[src/rtl/fetch_stage.sv]
// Instruction fetch stage: PC register, ROM addressing and IF/ID register.
// Handles stall, redirect with flush, and sticky misaligned/out-of-range faults.
module fetch_stage #(
  parameter int ADDRESS_WIDTH = 5,
  parameter int DATA_WIDTH    = 32,
  parameter int PC_WIDTH      = 32,
  parameter logic [PC_WIDTH-1:0] RESET_PC = '0
) (
  input  logic                     clk,
  input  logic                     rst,
  output logic [ADDRESS_WIDTH-1:0] rom_addr,
  input  logic [DATA_WIDTH-1:0]    rom_instr,
  input  logic                     stall,
  input  logic                     redirect,
  input  logic [PC_WIDTH-1:0]      redirect_pc,
  output logic                     id_valid,
  output logic [DATA_WIDTH-1:0]    id_instr,
  output logic [PC_WIDTH-1:0]      id_pc,
  output logic [PC_WIDTH-1:0]      id_pc_plus4,
  output logic                     fetch_fault,
  output logic [PC_WIDTH-1:0]      fault_pc
);

  localparam logic [DATA_WIDTH-1:0] NOP = DATA_WIDTH'(32'h0000_0013);
  localparam logic [PC_WIDTH-1:0]   PC_STEP = PC_WIDTH'(4);

  typedef enum logic {
    S_RUN,
    S_FAULT
  } state_t;

  state_t                r_state;
  state_t                w_state_n;
  logic [PC_WIDTH-1:0]   r_pc;
  logic [PC_WIDTH-1:0]   w_pc_n;
  logic                  r_id_valid;
  logic                  w_id_valid_n;
  logic [DATA_WIDTH-1:0] r_id_instr;
  logic [DATA_WIDTH-1:0] w_id_instr_n;
  logic [PC_WIDTH-1:0]   r_id_pc;
  logic [PC_WIDTH-1:0]   w_id_pc_n;
  logic [PC_WIDTH-1:0]   r_id_pc_plus4;
  logic [PC_WIDTH-1:0]   w_id_pc_plus4_n;
  logic                  r_fault;
  logic                  w_fault_n;
  logic [PC_WIDTH-1:0]   r_fault_pc;
  logic [PC_WIDTH-1:0]   w_fault_pc_n;

  logic                  w_in_range;
  logic                  w_misaligned;
  logic [PC_WIDTH-1:0]   w_pc_plus4;

  // Any set bit above the ROM's byte span means the fetch is out of range.
  assign w_in_range   = (r_pc >> (ADDRESS_WIDTH + 2)) == '0;
  assign w_misaligned = redirect_pc[1:0] != 2'b00;
  assign w_pc_plus4   = r_pc + PC_STEP;

  always_comb begin
    w_state_n       = r_state;
    w_pc_n          = r_pc;
    w_id_valid_n    = r_id_valid;
    w_id_instr_n    = r_id_instr;
    w_id_pc_n       = r_id_pc;
    w_id_pc_plus4_n = r_id_pc_plus4;
    w_fault_n       = r_fault;
    w_fault_pc_n    = r_fault_pc;
    unique case (r_state)
      S_RUN: begin
        if (redirect) begin
          w_id_valid_n = 1'b0;
          w_id_instr_n = NOP;
          if (w_misaligned) begin
            w_state_n    = S_FAULT;
            w_fault_n    = 1'b1;
            w_fault_pc_n = redirect_pc;
          end else begin
            w_pc_n = redirect_pc;
          end
        end else if (!stall) begin
          if (!w_in_range) begin
            w_state_n    = S_FAULT;
            w_fault_n    = 1'b1;
            w_fault_pc_n = r_pc;
            w_id_valid_n = 1'b0;
            w_id_instr_n = NOP;
          end else begin
            w_id_valid_n    = 1'b1;
            w_id_instr_n    = rom_instr;
            w_id_pc_n       = r_pc;
            w_id_pc_plus4_n = w_pc_plus4;
            w_pc_n          = w_pc_plus4;
          end
        end
      end
      S_FAULT: begin
        w_id_valid_n = 1'b0;
        w_id_instr_n = NOP;
        w_fault_n    = 1'b1;
      end
      default: begin
        w_state_n = S_RUN;
      end
    endcase
  end

  always_ff @(posedge clk) begin
    if (rst) begin
      r_state       <= S_RUN;
      r_pc          <= RESET_PC;
      r_id_valid    <= 1'b0;
      r_id_instr    <= NOP;
      r_id_pc       <= '0;
      r_id_pc_plus4 <= '0;
      r_fault       <= 1'b0;
      r_fault_pc    <= '0;
    end else begin
      r_state       <= w_state_n;
      r_pc          <= w_pc_n;
      r_id_valid    <= w_id_valid_n;
      r_id_instr    <= w_id_instr_n;
      r_id_pc       <= w_id_pc_n;
      r_id_pc_plus4 <= w_id_pc_plus4_n;
      r_fault       <= w_fault_n;
      r_fault_pc    <= w_fault_pc_n;
    end
  end

  assign rom_addr    = r_pc[ADDRESS_WIDTH+1:2];
  assign id_valid    = r_id_valid;
  assign id_instr    = r_id_instr;
  assign id_pc       = r_id_pc;
  assign id_pc_plus4 = r_id_pc_plus4;
  assign fetch_fault = r_fault;
  assign fault_pc    = r_fault_pc;

endmodule

[config.mk]
export PLATFORM = sky130hd
export DESIGN_NAME = fetch_stage
export DESIGN_NICKNAME = d
export VERILOG_FILES = /design/src/rtl/fetch_stage.sv
export SDC_FILE = /design/constraint.sdc
export NUM_CORES = 1
export LEC_CHECK = 0
export ABC_AREA = 0
export CORE_ASPECT_RATIO = 1.4
export CORE_MARGIN = 5
export CORE_UTILIZATION = 45
export CTS_CLUSTER_DIAMETER = 40
export DETAILED_ROUTE_END_ITERATION = 16
export PLACE_DENSITY = 0.81
export REMOVE_ABC_BUFFERS = 1
export SLEW_MARGIN = 5
export SYNTH_ARGS = -nofsm -noshare
export SYNTH_HDL_FRONTEND = slang
export SYNTH_SLANG_ARGS = --single-unit
export TNS_END_PERCENT = 20
[constraint.sdc]
create_clock -name clk -period 2.3 [get_ports clk]
set_input_delay 0.575 -clock clk [delete_from_list [all_inputs] [get_ports clk]]
set_output_delay 0.575 -clock clk [all_outputs]
set_load 0.03 [all_outputs]
==> results.json <==
{
  "outcome": "completed",
  "synth_edf_count": 0,
  "grt_pass1_vias": 5559,
  "post_cts_resize_count": 0,
  "dpl.hpwl_mm": 12.8,
  "crit_required_ns": 1.73,
  "finalCritPeriodShare_pct": 92.8,
  "fmax_ghz": 0.468,
  "syn_to_final_growth_pct": 46.9,
  "path_class": "register to output port",
  "end_kind": "output port",
  "slowest_delay_ns": 0.72,
  "initial_utilization_pct": 45.8,
  "drc": 0,
  "async_flop_share_pct": 0,
  "final_nets": 893,
  "synth_seq_cells": 161,
  "stdcell_count": 1019,
  "post_drt_wl_per_cell_um": 17.5,
  "place_area_um2": 8400,
  "post_cts_buffers": 0,
  "crit_fanout": 5,
  "pre_cts_ws_ns": -0.108,
  "grt_pass1_wl_mm": 28.2,
  "dieArea_um2": 16100,
  "clk_pin_slew_ns": 0.07,
  "finalCoreUtilization_pct": 67.3,
  "vias_per_cell": 5.32,
  "hold_class": "register to register",
  "ir_drop_mv": 0.581,
  "min_period_ns": 2.14,
  "crit_buf_inv": 1,
  "clkSinkCount": 161,
  "num_rows": 50,
  "routed_wl_mm": 17.8,
  "maxSlewHeadroom_pct": 63.1,
  "cts_tree": "done",
  "pin_count": 203,
  "netlist_area_um2": 6140,
  "cts_hold_buf": 0,
  "placed_cells": 987,
  "crit_chain": "clkdlybuf4s50_1",
  "maxCapViolations": 0,
  "ant_nets": 0,
  "setup_slack_ns": 0.165,
  "hold_viol_final": 0,
  "cp-start-kind": "register",
  "arrival_ns": 1.56,
  "clk_path_buf_depth": 2,
  "drtIter0Drc": 218,
  "maxSlewViolCount": 0,
  "clock_latency_ns": 0.42,
  "layout_common_cells": "200 x clkdlybuf4s50_1, 161 x dfxtp_1, 68 x nand2_1, 68 x a21oi_1, 53 x and2_1",
  "antenna_cells": 0,
  "via_count": 5418,
  "drive_gt1_share_pct": 12.8,
  "die_h_um": 148,
  "power.density_nw_per_um2": 792,
  "yosys_warnings": 0,
  "crit_path_top_delay_cell": "clkdlybuf4s50_1",
  "die_width_um": 109,
  "grt_usage_pct": 21.8,
  "port_buffers": 202,
  "grt_remaining_overflow": 0,
  "dr.pass1.iters": 7,
  "final_common_cell": "clkdlybuf4s50_1",
  "place_congestion": 0.912,
  "syn_avg_cell_area_um2": 9.80,
  "synth_flop_cell": "dfxtp_1",
  "skew_ns": 0.00939,
  "finalPower_mw": 7.14,
  "cts_max_level": 4,
  "grt_max_degree": 50,
  "core_um2": 13400,
  "ys_seq_area_share_pct": 52.5,
  "cts_root_buf": "clkbuf_16",
  "antenna_found_initial": 0,
  "cts_buffers": 17,
  "tightest_slew_ns": 0.554,
  "power_leakage_nw": 3.32,
  "final_area_um2": 9020,
  "nFillCells": 1061,
  "synth.distinct_cells": 47,
  "crit_family": "buffers and inverters",
  "netlist_instances": 626,
  "setup_viol": 0,
  "rsz0062_at_grt": "no"
}
-- per-stage QoR --
step / setup TNS, ns / hold slack, ns
after floorplan: -54.97 / 0.431
after global placement: -0.228 / 0.441
after detailed placement: -1.78 / 0.443
after CTS: 0 / 0.454
after global routing: 0 / 0.477
final: 0 / 0.453
-- sequential cells by signal (all words and copies together) (netlist names) --
register	cells
id_pc	32
r_state	1
id_valid	1
r_pc	32
id_instr	32
fetch_fault	1
fault_pc	32
id_pc_plus4	30
-- synth_stat cells (2+ instances only) --
library cell	instances	area (um2)
buf_4	8	60.1
nand2_1	68	255
a22o_1	6	52.6
nand2b_1	5	31.3
xor2_1	3	26.3
clkbuf_1	32	120
and4_1	2	17.5
nand4_1	2	12.5
a211oi_2	28	350
o21ai_0	4	20.0
and2_1	54	338
o21a_1	2	15.0
buf_6	8	90.1
nor2_1	45	169
o2bb2ai_1	3	26.3
nor4_1	3	18.8
o31ai_1	4	30.0
nand3b_1	2	15.0
dfxtp_1	161	3220
and3_1	4	25.0
a22oi_1	28	210
nand3_1	7	35.0
o22ai_1	4	25.0
or2_2	2	12.5
nor4_2	2	25.0
a222oi_1	2	20.0
inv_1	3	11.3
mux2i_1	26	260
a21o_1	3	22.5
a21oi_1	68	340
nor3_1	4	20.0
buf_2	9	45.0
a21boi_0	4	30.0
a211oi_1	7	52.6
-- metal layers --
metal,wire (um),global-route usage (%),part of all wire [%],up-vias
li1,-,-,-,2580
met1,6610,23.7,37,2582
met2,9160,38.1,52,228
met3,1590,8.34,9.0,28
met4,418,7.83,2.4,0
met5,0,0,0,-
-- path summary, 6_finish.rpt --
check                         to  slack [ns]  startpoint  depth (start not counted)
setup / recovery     rom_addr[1]        0.16     r_pc[3]                          1
hold / removal          id_valid        0.45    id_valid                          2
setup reg to reg  id_pc_plus4[5]        0.19     r_pc[7]                          6
hold reg to reg         id_valid        0.45    id_valid                          2
-- layout make-up --
type	instances	area, um2	area share [%]
well taps	182	228	2.53
flip-flops and latches	161	3220	35.7
inverters	3	11.3	0.125
multi-input cells	404	2590	28.7
clock inverters	15	188	2.08
repair buffers	237	2350	26.1
clock buffers	17	425	4.72
-- report_power, final --
part	internal, mW	switching (mW)
Clock	1.65	1.23
Combinational	0.561	0.696
Sequential	2.91	0.0886
-- logic make-up (layout without fill, tap and decap cells) --
| kind of cell | after synthesis | in the layout | share of synthesized area [%] |
|---|---|---|---|
| simple gates | 204 | 204 | 16.4 |
| flops | 161 | 161 | 52.5 |
| xor+xnor | 4 | 4 | 0.571 |
| mux | 26 | 26 | 4.24 |
| fa+ha+maj | 1 | 1 | 0.204 |
| compound gates | 169 | 169 | 20.7 |
| buf+inv | 61 | 272 | 5.38 |
(Power assumes the default switching activity.)
==> RTL edit (same settings) <==
Put one more register stage on the output `fetch_fault`, without a reset. The value now appears one clock later. The other outputs are not delayed to match.
--- a/src/rtl/fetch_stage.sv
+++ b/src/rtl/fetch_stage.sv
@@ -130,7 +130,9 @@
   assign id_instr    = r_id_instr;
   assign id_pc       = r_id_pc;
   assign id_pc_plus4 = r_id_pc_plus4;
-  assign fetch_fault = r_fault;
+  always_ff @(posedge clk) begin
+    fetch_fault <= r_fault;
+  end
   assign fault_pc    = r_fault_pc;
 
 endmodule
Check against the original RTL: not equivalent (a bounded check fails within 4 cycles, from zero or initial values and one cycle with rst high).
==> RTL edit against the unedited design <==
  * Maximum frequency shrank 3.9%
  * Final area shrank 0.44%
  * Wire length rose by 2.5%
  * Total power shrank 1.4%
  * Sequential share of layout area rose by 0.38 points
  * First-iteration DRC count increased by 12%
  * Utilization shrank 0.30 points
  * Sequential cell count increased by 1
  * Synthesized cell count is 0.16% higher
  * Setup slack got worse by 87 ps
  * Count of clock-buffer cells in the layout is the same
  * Clock skew is 0.62 ps higher
  * Area after synthesis grew 0.33%
  * Global-route usage increased by 0.97 points
  * Critical path type unchanged
  * Critical endpoint unchanged
  * Highest routed layer unchanged
==> RTL edit: results (changes against the unedited design) <==
* Setup Skew at 10.0 ps (+0.617 ps)
* DRT Wirelength at 18200 um (+2.5%)
* Dpl ws at -100 ps (+7.98 ps)
* Worst-skew pair later-pin latency at 420 ps (about the same)
* Max IR drop VDD at 0.463 mV (-20%)
* Ys async rst share at 0 (unchanged)
* Seq/Total Area, Yosys at 0.527 (+0.00154)
* Final Wtd Congestion at 0.852 (-6.6%)
* Num CTS Buffers at 17 (unchanged)
* HPWL after detailed placement at 13300 um (+4.0%)
* Largest net degree at the start of global routing at 50 (unchanged)
* Top delay family on crit path: buffers and inverters
* WHS Path Cells at 0 (-2)
* DR iter-0 viols at 245 (+12%)
* Detailed Routing Iterations Pass 1 at 5 (-2)
* CP arrival at 1650 ps (+90 ps)
* Setup bufs post-CTS at 0 (unchanged)
* Synth area leaders: dfxtp_1, a211oi_2, a21oi_1
* Top FF cell, synth: dfxtp_1
* Crit-path max cell delay at 740 ps (+20 ps)
* Vias/cell at 5.27 (-0.86%)
* Fill count at 1067 (+0.57%)
* Final Net Count at 892 (-0.11%)
* Leakage at 3.31 nW (-0.12%)
* R2R depth at 6 (unchanged)
* Clk slew on worst S/H paths at 70 ps (about the same)
* Maximum clock path buffer count at 2 (unchanged)
* Cts repair resizes at 0 (unchanged)
* Worst Path Max Fanout at 7 (+2)
* Cell variety after synth at 47 (unchanged)
* Synth cell count leaders: dfxtp_1, a21oi_1, nand2_1, and2_1, nor2_1
* Slowest CP cell: clkdlybuf4s50_1
* CTS HTree Levels at 4 (unchanged)
* Layout cells sized above 1 at 0.126 (-0.00224)
* Initial antenna violation count at 0 (unchanged)
* Global-route wire length before repair at 29100 um (+3.3%)
* Warnings, synthesis at 0 (unchanged)
* Vias in the first global route at 5794 (+4.2%)
* Root Driver: clkbuf_16
* Worst-Margin Slew at 554 ps (+0.243 ps)
* Worst min-delay path class: reg -> reg
* Final Hold Vio Count at 0 (unchanged)
* ANT cells at 0 (unchanged)
* GRT Util Overall at 0.228 (+0.00967)
* Placed inst area at 8380 um2 (-0.24%)
* Status: complete, no violations
* Port Buf Inserts at 202 (unchanged)
* Internal power at 4.94 mW (-3.7%)
-- RTL edit: cell types whose count changed after synthesis --
cell	delta
dfxtp_1	+1
-- RTL edit: cell families (layout without fill, tap and decap cells) --
| kind of cell | after synthesis | count (layout) | share of synthesized area |
|---|---|---|---|
| AND/OR/NAND/NOR | 204 | 204 | 0.164 |
| multiplexers | 26 | 26 | 0.0423 |
| adder cells (fa/ha/maj) | 1 | 1 | 0.00203 |
| XOR/XNOR | 4 | 4 | 0.00569 |
| buffers and inverters | 61 | 270 | 0.0536 |
| flip-flops | 162 | 162 | 0.527 |
| AO/OA/AOI/OAI | 169 | 169 | 0.206 |
-- RTL edit: metrics by stage --
step                utilization  cells
floorplan                     -    569
global placement          0.626    986
detailed placement        0.626    986
CTS                       0.670   1018
global route              0.670   1018
finish                    0.670   1018
-- RTL edit: path summary, 6_finish.rpt --
| kind | startpoint | endpoint | slack (ps) |
|---|---|---|---|
| worst max-delay path | r_pc[3] | rom_addr[1] | 80 |
| worst min-delay path | r_fault | fetch_fault | 370 |
| worst max register to register | r_pc[26] | id_instr[29] | 200 |
| worst min register to register | r_fault | fetch_fault | 370 |
-- RTL edit: area by class of cell --
cell class,count,share of cell area
repair buffers,235,0.258
multi-input cells,404,0.288
flip-flops and latches,162,0.361
well taps,182,0.0254
clock inverters,15,0.0184
clock buffers,17,0.0474
inverters,3,0.00125
-- RTL edit: metal layers --
metal	vias to the layer above	global-route usage	wire length, um
li1	2585	-	-
met1	2502	0.249	7020
met2	235	0.387	9060
met3	44	0.0860	1500
met4	0	0.102	649
met5	-	0	0
-- RTL edit: power by group through the flow --
stage	clock [mW]	sequential, mW	combinational, mW
after floorplan	0	3.29	0.425
after global placement	0	3.08	1.21
after detailed placement	0	3.08	1.24
after CTS	2.82	3.02	1.25
after global routing	2.97	3.04	1.33
final	2.77	3.02	1.24
-- RTL edit: worst reg2reg max path, cell delays in order (launching register included) --
cell     delay, ps
dfxtp_1        330
nor4_1         530
and3_1         300
and3_2         370
buf_4          270
a22oi_1        130
nor2_1         110
